--- config.mk ---
export PLATFORM = sky130hd
export DESIGN_NAME = hsv_core_alu_shift_commit
export DESIGN_NICKNAME = d
export VERILOG_FILES = /design/src/rtl/hsv_core_pkg.sv /design/src/rtl/hsv_core_alu_skid_fifo.sv /design/src/rtl/hsv_core_alu_shift_commit.sv
export SDC_FILE = /design/constraint.sdc
export NUM_CORES = 1
export LEC_CHECK = 0
export BUFFER_PORTS_ARGS = -buffer_cell sky130_fd_sc_hd__clkbuf_2
export CORE_MARGIN = 1
export CORE_UTILIZATION = 50
export DETAILED_ROUTE_END_ITERATION = 7
export GPL_TIMING_DRIVEN = 0
export HOLD_SLACK_MARGIN = 0.15
export PLACE_DENSITY = 0.79
export SYNTH_ARGS = -nofsm -noshare
export SYNTH_HDL_FRONTEND = slang
export SYNTH_SLANG_ARGS = --single-unit
--- constraint.sdc ---
create_clock -name clk_core -period 4.56 [get_ports clk_core]
set_input_delay 0.456 -clock clk_core [delete_from_list [all_inputs] [get_ports clk_core]]
set_output_delay 0.456 -clock clk_core [all_outputs]
set_load 0.1 [all_outputs]
--- src/rtl/hsv_core_pkg.sv ---
// Shared ALU pipeline types: operand widths, result-select encoding and op metadata.
package hsv_core_pkg;

  typedef logic [31:0] word;
  typedef logic [4:0]  shift;
  typedef logic [32:0] adder_in;

  typedef enum logic [1:0] {
    ALU_RESULT_ADDER,
    ALU_RESULT_SLT,
    ALU_RESULT_SHIFT
  } alu_result_sel_t;

  typedef struct packed {
    alu_result_sel_t result_select;
    logic [4:0]      rd;
    logic [3:0]      tag;
  } alu_data_t;

  typedef struct packed {
    alu_data_t data;
    word       result;
  } alu_commit_t;

  // The shift path also carries bitwise results prepared upstream.
  function automatic word alu_select(alu_result_sel_t sel, adder_in sum, word shift_res);
    word r;
    case (sel)
      ALU_RESULT_ADDER: r = sum[31:0];
      ALU_RESULT_SLT:   r = {31'b0, sum[32]};
      default:          r = shift_res;
    endcase
    return r;
  endfunction

endpackage

--- src/rtl/hsv_core_alu_skid_fifo.sv ---
// Parametric-depth valid/ready skid FIFO with fall-through when empty; reports next occupancy.
module hsv_core_alu_skid_fifo
  import hsv_core_pkg::*;
#(
  parameter int unsigned DEPTH = 4,
  parameter int unsigned WIDTH = 32,
  localparam int unsigned CW = $clog2(DEPTH + 1),
  localparam int unsigned AW = (DEPTH > 1) ? $clog2(DEPTH) : 1
) (
  input  logic             clk,
  input  logic             rst_n,
  input  logic             flush,
  input  logic             in_valid,
  input  logic [WIDTH-1:0] in_data,
  output logic             out_valid,
  input  logic             out_ready,
  output logic [WIDTH-1:0] out_data,
  output logic [CW-1:0]    level_next
);

  logic [WIDTH-1:0] mem [DEPTH];
  logic [CW-1:0]    count;
  logic [AW-1:0]    rd_ptr, wr_ptr;
  logic             empty, rd, wr;

  assign empty     = (count == '0);
  assign out_valid = ~empty | in_valid;
  assign out_data  = empty ? in_data : mem[rd_ptr];
  assign rd        = ~empty & out_ready;
  // An entry arriving at an empty FIFO bypasses storage if it is taken this cycle.
  assign wr        = in_valid & ~(empty & out_ready);

  always_comb begin
    level_next = count;
    if (flush)
      level_next = '0;
    else
      level_next = count + CW'(wr) - CW'(rd);
  end

  function automatic logic [AW-1:0] bump(logic [AW-1:0] p);
    return (p == AW'(DEPTH - 1)) ? '0 : p + AW'(1);
  endfunction

  always_ff @(posedge clk or negedge rst_n) begin
    if (!rst_n) begin
      count  <= '0;
      rd_ptr <= '0;
      wr_ptr <= '0;
    end else if (flush) begin
      count  <= '0;
      rd_ptr <= '0;
      wr_ptr <= '0;
    end else begin
      count <= level_next;
      if (rd) rd_ptr <= bump(rd_ptr);
      if (wr) wr_ptr <= bump(wr_ptr);
    end
  end

  always_ff @(posedge clk) begin
    if (wr && !flush) mem[wr_ptr] <= in_data;
  end

  no_overflow: assert property (@(posedge clk) disable iff (!rst_n)
    !(!flush && wr && count == CW'(DEPTH)));

endmodule

--- src/rtl/hsv_core_alu_shift_commit.sv ---
// ALU back half: funnel shift + 33-bit add, result select, commit handshake and stall.
// Optional output skid FIFO with registered stall under HSV_ALU_SKID_BUFFER_EN.
module hsv_core_alu_shift_commit
  import hsv_core_pkg::*;
#(
  parameter int unsigned SKID_DEPTH = 4
) (
  input  logic      clk_core,
  input  logic      rst_core_n,
  input  logic      flush_req,
  input  logic      valid_i,
  input  alu_data_t in_alu_data,
  input  word       in_shift_lo,
  input  word       in_shift_hi,
  input  shift      in_shift_count,
  input  adder_in   in_adder_a,
  input  adder_in   in_adder_b,
  output logic      stall_o,
  output logic      valid_o,
  input  logic      ready_i,
  output alu_data_t out_alu_data,
  output word       out_result
);

  if (SKID_DEPTH < 4) begin : g_depth_check
    $error("SKID_DEPTH must be at least 4");
  end

  logic      a_valid, a_nxt;
  word       a_shift;
  adder_in   a_sum;
  alu_data_t a_data;
  logic      b_valid, b_nxt;
  word       b_result;
  alu_data_t b_data;
  logic      hold;
  word       shift_res;
  adder_in   sum;

  assign shift_res = word'({in_shift_hi, in_shift_lo} >> in_shift_count);
  assign sum       = in_adder_a + in_adder_b;

  // An op held by the setup stage while stall_o is high must not be captured twice.
  always_comb begin
    a_nxt = a_valid;
    b_nxt = b_valid;
    if (flush_req) begin
      a_nxt = 1'b0;
      b_nxt = 1'b0;
    end else if (!hold) begin
      a_nxt = valid_i & ~stall_o;
      b_nxt = a_valid;
    end
  end

  always_ff @(posedge clk_core or negedge rst_core_n) begin
    if (!rst_core_n) begin
      a_valid <= 1'b0;
      b_valid <= 1'b0;
    end else begin
      a_valid <= a_nxt;
      b_valid <= b_nxt;
    end
  end

  always_ff @(posedge clk_core) begin
    if (!hold) begin
      a_shift  <= shift_res;
      a_sum    <= sum;
      a_data   <= in_alu_data;
      b_result <= alu_select(a_data.result_select, a_sum, a_shift);
      b_data   <= a_data;
    end
  end

`ifdef HSV_ALU_SKID_BUFFER_EN
  localparam int unsigned CW = $clog2(SKID_DEPTH + 1);

  logic          stall_q;
  logic [CW-1:0] level_next;
  alu_commit_t   fifo_in, fifo_out;
  int unsigned   occupancy_next;

  assign hold    = 1'b0;
  assign stall_o = stall_q;
  assign fifo_in = '{data: b_data, result: b_result};

  hsv_core_alu_skid_fifo #(
    .DEPTH (SKID_DEPTH),
    .WIDTH ($bits(alu_commit_t))
  ) u_skid (
    .clk        (clk_core),
    .rst_n      (rst_core_n),
    .flush      (flush_req),
    .in_valid   (b_valid),
    .in_data    (fifo_in),
    .out_valid  (valid_o),
    .out_ready  (ready_i),
    .out_data   (fifo_out),
    .level_next (level_next)
  );

  assign out_result   = fifo_out.result;
  assign out_alu_data = fifo_out.data;

  // Asserting one slot early covers the cycle the setup stage needs to react.
  assign occupancy_next = 32'(level_next) + 32'(a_nxt) + 32'(b_nxt);

  always_ff @(posedge clk_core or negedge rst_core_n) begin
    if (!rst_core_n)
      stall_q <= 1'b0;
    else if (flush_req)
      stall_q <= 1'b0;
    else
      stall_q <= (occupancy_next >= SKID_DEPTH - 1);
  end
`else
  assign stall_o      = b_valid & ~ready_i;
  assign hold         = stall_o;
  assign valid_o      = b_valid;
  assign out_result   = b_result;
  assign out_alu_data = b_data;
`endif

endmodule
==> results.cfg <==
[outcome]
status = finished clean

[worst_setup_path]
worst-path-max-fanout = 5
worstPathCellList = clkbuf_2, ha_1, fa_1, a21o_1, a221oi_2, o41ai_2, o31ai_4, o21a_1, o21ai_2, xor2_1
start_kind = primary input
worst_path_max_delay_cell = sky130_fd_sc_hd__a221oi_2
crit_path_end = a_sum[28]
rr_endpoint = out_result[11]
crit-reg2reg-launch = a_data[10]
slowest_delay_ns = 0.46
worst_ep_arrival_time_ns = 2.94
setup.worst_path.start = in_adder_a[0]
rr_worst_depth = 3
worstPathRequired_ns = 4.71
worstSetupPathType = primary input to register
kind_of_capture_point_of_the_worst_setup_path = register
setup.reg_to_reg.worst_slack_ns = 2.87

[pwr]
pleak_nw = 4.661
clockPowerShare_pct = 32.8
p_sw_share_pct = 34.97
power_switching_mw = 1.465
cellInternalPower_mw = 2.723
power_frac_seq_pct = 36.0
power_density_nw_per_um2 = 393.9
power.share.combinational_pct = 31.3
max-vdd-ir-drop_mv = 0.3534

[die]
die_h_um = 134.2
die-width_um = 134.2
core-area_um2 = 16820
floorplan.initialDensity_pct = 51.96
ioPinCount = 196
die_area_um2 = 18010
rows = 47

[timing]
finalHoldWorstSlack_ns = 0.2177
period_minus_slack_ns = 2.787
finalCritPeriodShare_pct = 61.11
totalNegativeSetupSlack_ns = 0
setup_viol = 0
setup_repair_after_global_routing_missed_its_margin = no
report.final.slew_viol_count = 0
slew_headroom_pct = 50.81
finClkSkew_ns = 0.008251
tightestPinTransition_ns = 0.7379
achievable-frequency_mhz = 358.9
hold_viol_final = 0

[synthesis]
synthDistinctLibCells = 59
ys_ff_latch = 121
synthMostInstantiatedCell = sky130_fd_sc_hd__nand2_1
synth_area_per_cell_um2 = 10.19
area_contributors_post_synth = sky130_fd_sc_hd__edfxtp_1 41%, sky130_fd_sc_hd__mux4_2 8.8%, sky130_fd_sc_hd__mux2i_1 7.8%
cell_accounting_for_the_most_synthesized_area = sky130_fd_sc_hd__edfxtp_1
mappedNetlistNets = 1042
synth_edf_count = 119
seq_area_frac_synth_pct = 41.46
syn-cell-area_um2 = 8740
synthesis.instances = 858
total_of_warnings_raised_by_yosys = 0
synth_flop_cell = sky130_fd_sc_hd__edfxtp_1
ys_async_sr_fraction_pct = 1.653
synthDominantCellAreaShare_pct = 40.89
synthTopCellsByCount = 164 x sky130_fd_sc_hd__nand2_1, 119 x sky130_fd_sc_hd__edfxtp_1, 72 x sky130_fd_sc_hd__o21ai_0

[global_routing]
maximum_number_of_pins_on_one_net_before_global_route_repair = 77
global_route.overflow_total = 0
grt_pass1_wl_mm = 37.64
number_of_antenna_violations_at_the_first_check_in_global_routing = 0
via_count_of_the_first_global_routing_pass = 7265
total_global_route_track_usage_pct = 27.38

[detailed_routing]
drt_iter0_drcs = 645
wl_per_cell_um = 18.70
via_count = 7668
drtAntennaViolNets = 0
detail_route.vias_per_cell = 5.885
drt_wl_total_mm = 24.37
detail_route.drc_violations = 0
first_pass_iters = 5

[finish]
fill_cells = 1388
synthToLayoutAreaGrowth_pct = 21.65
finish.net_count = 1254
antenna_cells_inserted = 0
drive_gt1_share_pct = 27.70
area_used_by_multi_input_combinational_logic_um2 = 4805
fin_area_um2 = 10630
register_area_um2 = 3623

[placement]
placement.io_buffers = 191
place.detailed.hpwl_mm = 19.17
placed_cell_area_um2 = 10010
final_estimated_routing_congestion_in_global_placement = 0.9466

[min_path]
min_path_type = primary input to register
holdPathStages = 2

[clock_network]
cts.clk_slew.worst_paths_ns = 0.05
cts_resized = 0
cts_max_path_buffers = 2
cts_num_sinks = 121
number_of_cts_inserted_buffers = 17
root_buffer_master = sky130_fd_sc_hd__clkbuf_16
htree_num_levels = 4
clk_latency_ns = 0.41
tritoncts = built

[job]
max_cap_viol_count = 0
[worst max-delay path: cells and delay by family]
family	cells	cell delay, ns
adders and majority gates	2	0.62
buffers and inverters	1	0.08
xor gates and xnor gates	1	0.15
AOI/OAI and AO/OA	6	1.63
[cell usage in the layout, fill, tap and decap left out, types with 6 or more instances in the layout]
cell type,netlist,routed
sky130_fd_sc_hd__a211oi_1,6,6
sky130_fd_sc_hd__a21o_1,14,14
sky130_fd_sc_hd__a21oi_1,51,51
sky130_fd_sc_hd__a31oi_1,11,11
sky130_fd_sc_hd__buf_1,7,7
sky130_fd_sc_hd__buf_2,13,13
sky130_fd_sc_hd__clkbuf_1,40,41
sky130_fd_sc_hd__clkbuf_16,0,17
sky130_fd_sc_hd__clkbuf_2,1,192
sky130_fd_sc_hd__edfxtp_1,119,119
sky130_fd_sc_hd__ha_1,32,32
sky130_fd_sc_hd__inv_1,7,7
sky130_fd_sc_hd__mux2_2,13,13
sky130_fd_sc_hd__mux2i_1,68,68
sky130_fd_sc_hd__mux4_2,34,34
sky130_fd_sc_hd__nand2_1,164,164
sky130_fd_sc_hd__nand2b_1,34,33
sky130_fd_sc_hd__nand3_1,14,14
sky130_fd_sc_hd__nand4_1,6,6
sky130_fd_sc_hd__nor2_1,40,40
sky130_fd_sc_hd__o211ai_1,18,18
sky130_fd_sc_hd__o21ai_0,72,72
sky130_fd_sc_hd__xnor2_1,16,16
sky130_fd_sc_hd__xor2_1,13,13
[kinds of logic (layout without fill, tap and decap cells)]
| family | count (synthesis) | count (layout) | synth area share [%] |
|---|---|---|---|
| AO/OA/AOI/OAI | 207 | 207 | 14.75 |
| XOR/XNOR | 29 | 29 | 2.906 |
| adder cells (fa/ha/maj) | 33 | 33 | 4.810 |
| buffers and inverters | 71 | 296 | 3.651 |
| flip-flops | 121 | 121 | 41.46 |
| multiplexers | 115 | 115 | 18.22 |
| AND/OR/NAND/NOR | 282 | 282 | 14.20 |
[layout make-up]
cell class / instances / share of cell area, %
clock inverters: 11 / 1.365
multi-input cells: 666 / 45.19
plain buffers: 63 / 2.719
repair buffers: 193 / 9.345
clock buffers: 21 / 4.425
inverters: 8 / 0.2825
flip-flops and latches: 121 / 34.08
well taps: 220 / 2.589
[power groups by stage]
| stage | Sequential [mW] | Clock, mW | Combinational (mW) |
|---|---|---|---|
| 6_report | 1.51 | 1.37 | 1.31 |
| 5_1_grt | 1.52 | 1.43 | 1.39 |
| 4_1_cts | 1.51 | 1.38 | 1.30 |
| 3_5_place_dp | 1.53 | 0 | 1.29 |
| 3_3_place_gp | 1.52 | 0 | 1.28 |
| 2_1_floorplan | 1.93 | 0 | 0.557 |
[sequential cells by signal, summed over array words and instances, names as in the netlist]
name          cells
a_sum            33
a_shift          32
out_result       32
a_data           11
out_alu_data     11
a_valid           1
valid_o           1
[stage by stage]
stage                     total power, mW  util [%]  setup slack (ns)  cells
after floorplan                     2.486         -            0.5987    858
after global placement              2.798     59.30            0.7787   1269
after detailed placement            2.817     59.49             1.410   1270
after CTS                           4.189     63.21             1.819   1303
after global routing                4.341     63.21             1.682   1303
final                               4.188     63.21             1.773   1303
[worst min-delay path by stage]
stage / from / to / slack, ns
global route: in_alu_data[1] / a_data[1] / 0.21
floorplan: rst_core_n / a_valid / 0.16
finish: flush_req / a_valid / 0.22
global placement: rst_core_n / valid_o / 0.24
CTS: flush_req / a_valid / 0.20
detailed placement: rst_core_n / a_valid / 0.25
[metal layers]
layer / GRT usage [%] / vias to the layer above / wire length (um)
li1: - / 3620 / -
met1: 38.05 / 3685 / 10870
met2: 44.01 / 326 / 11380
met3: 4.762 / 37 / 1653
met4: 7.803 / 0 / 471
met5: 0 / - / 0
[repair_timing]
item,CTS,global route
buffers inserted,0,0
hold endpoints to repair,2,0
hold buffers,1,0
endpoints found under the setup margin,0,0
No activity file was read; power rests on OpenSTA's default activity.
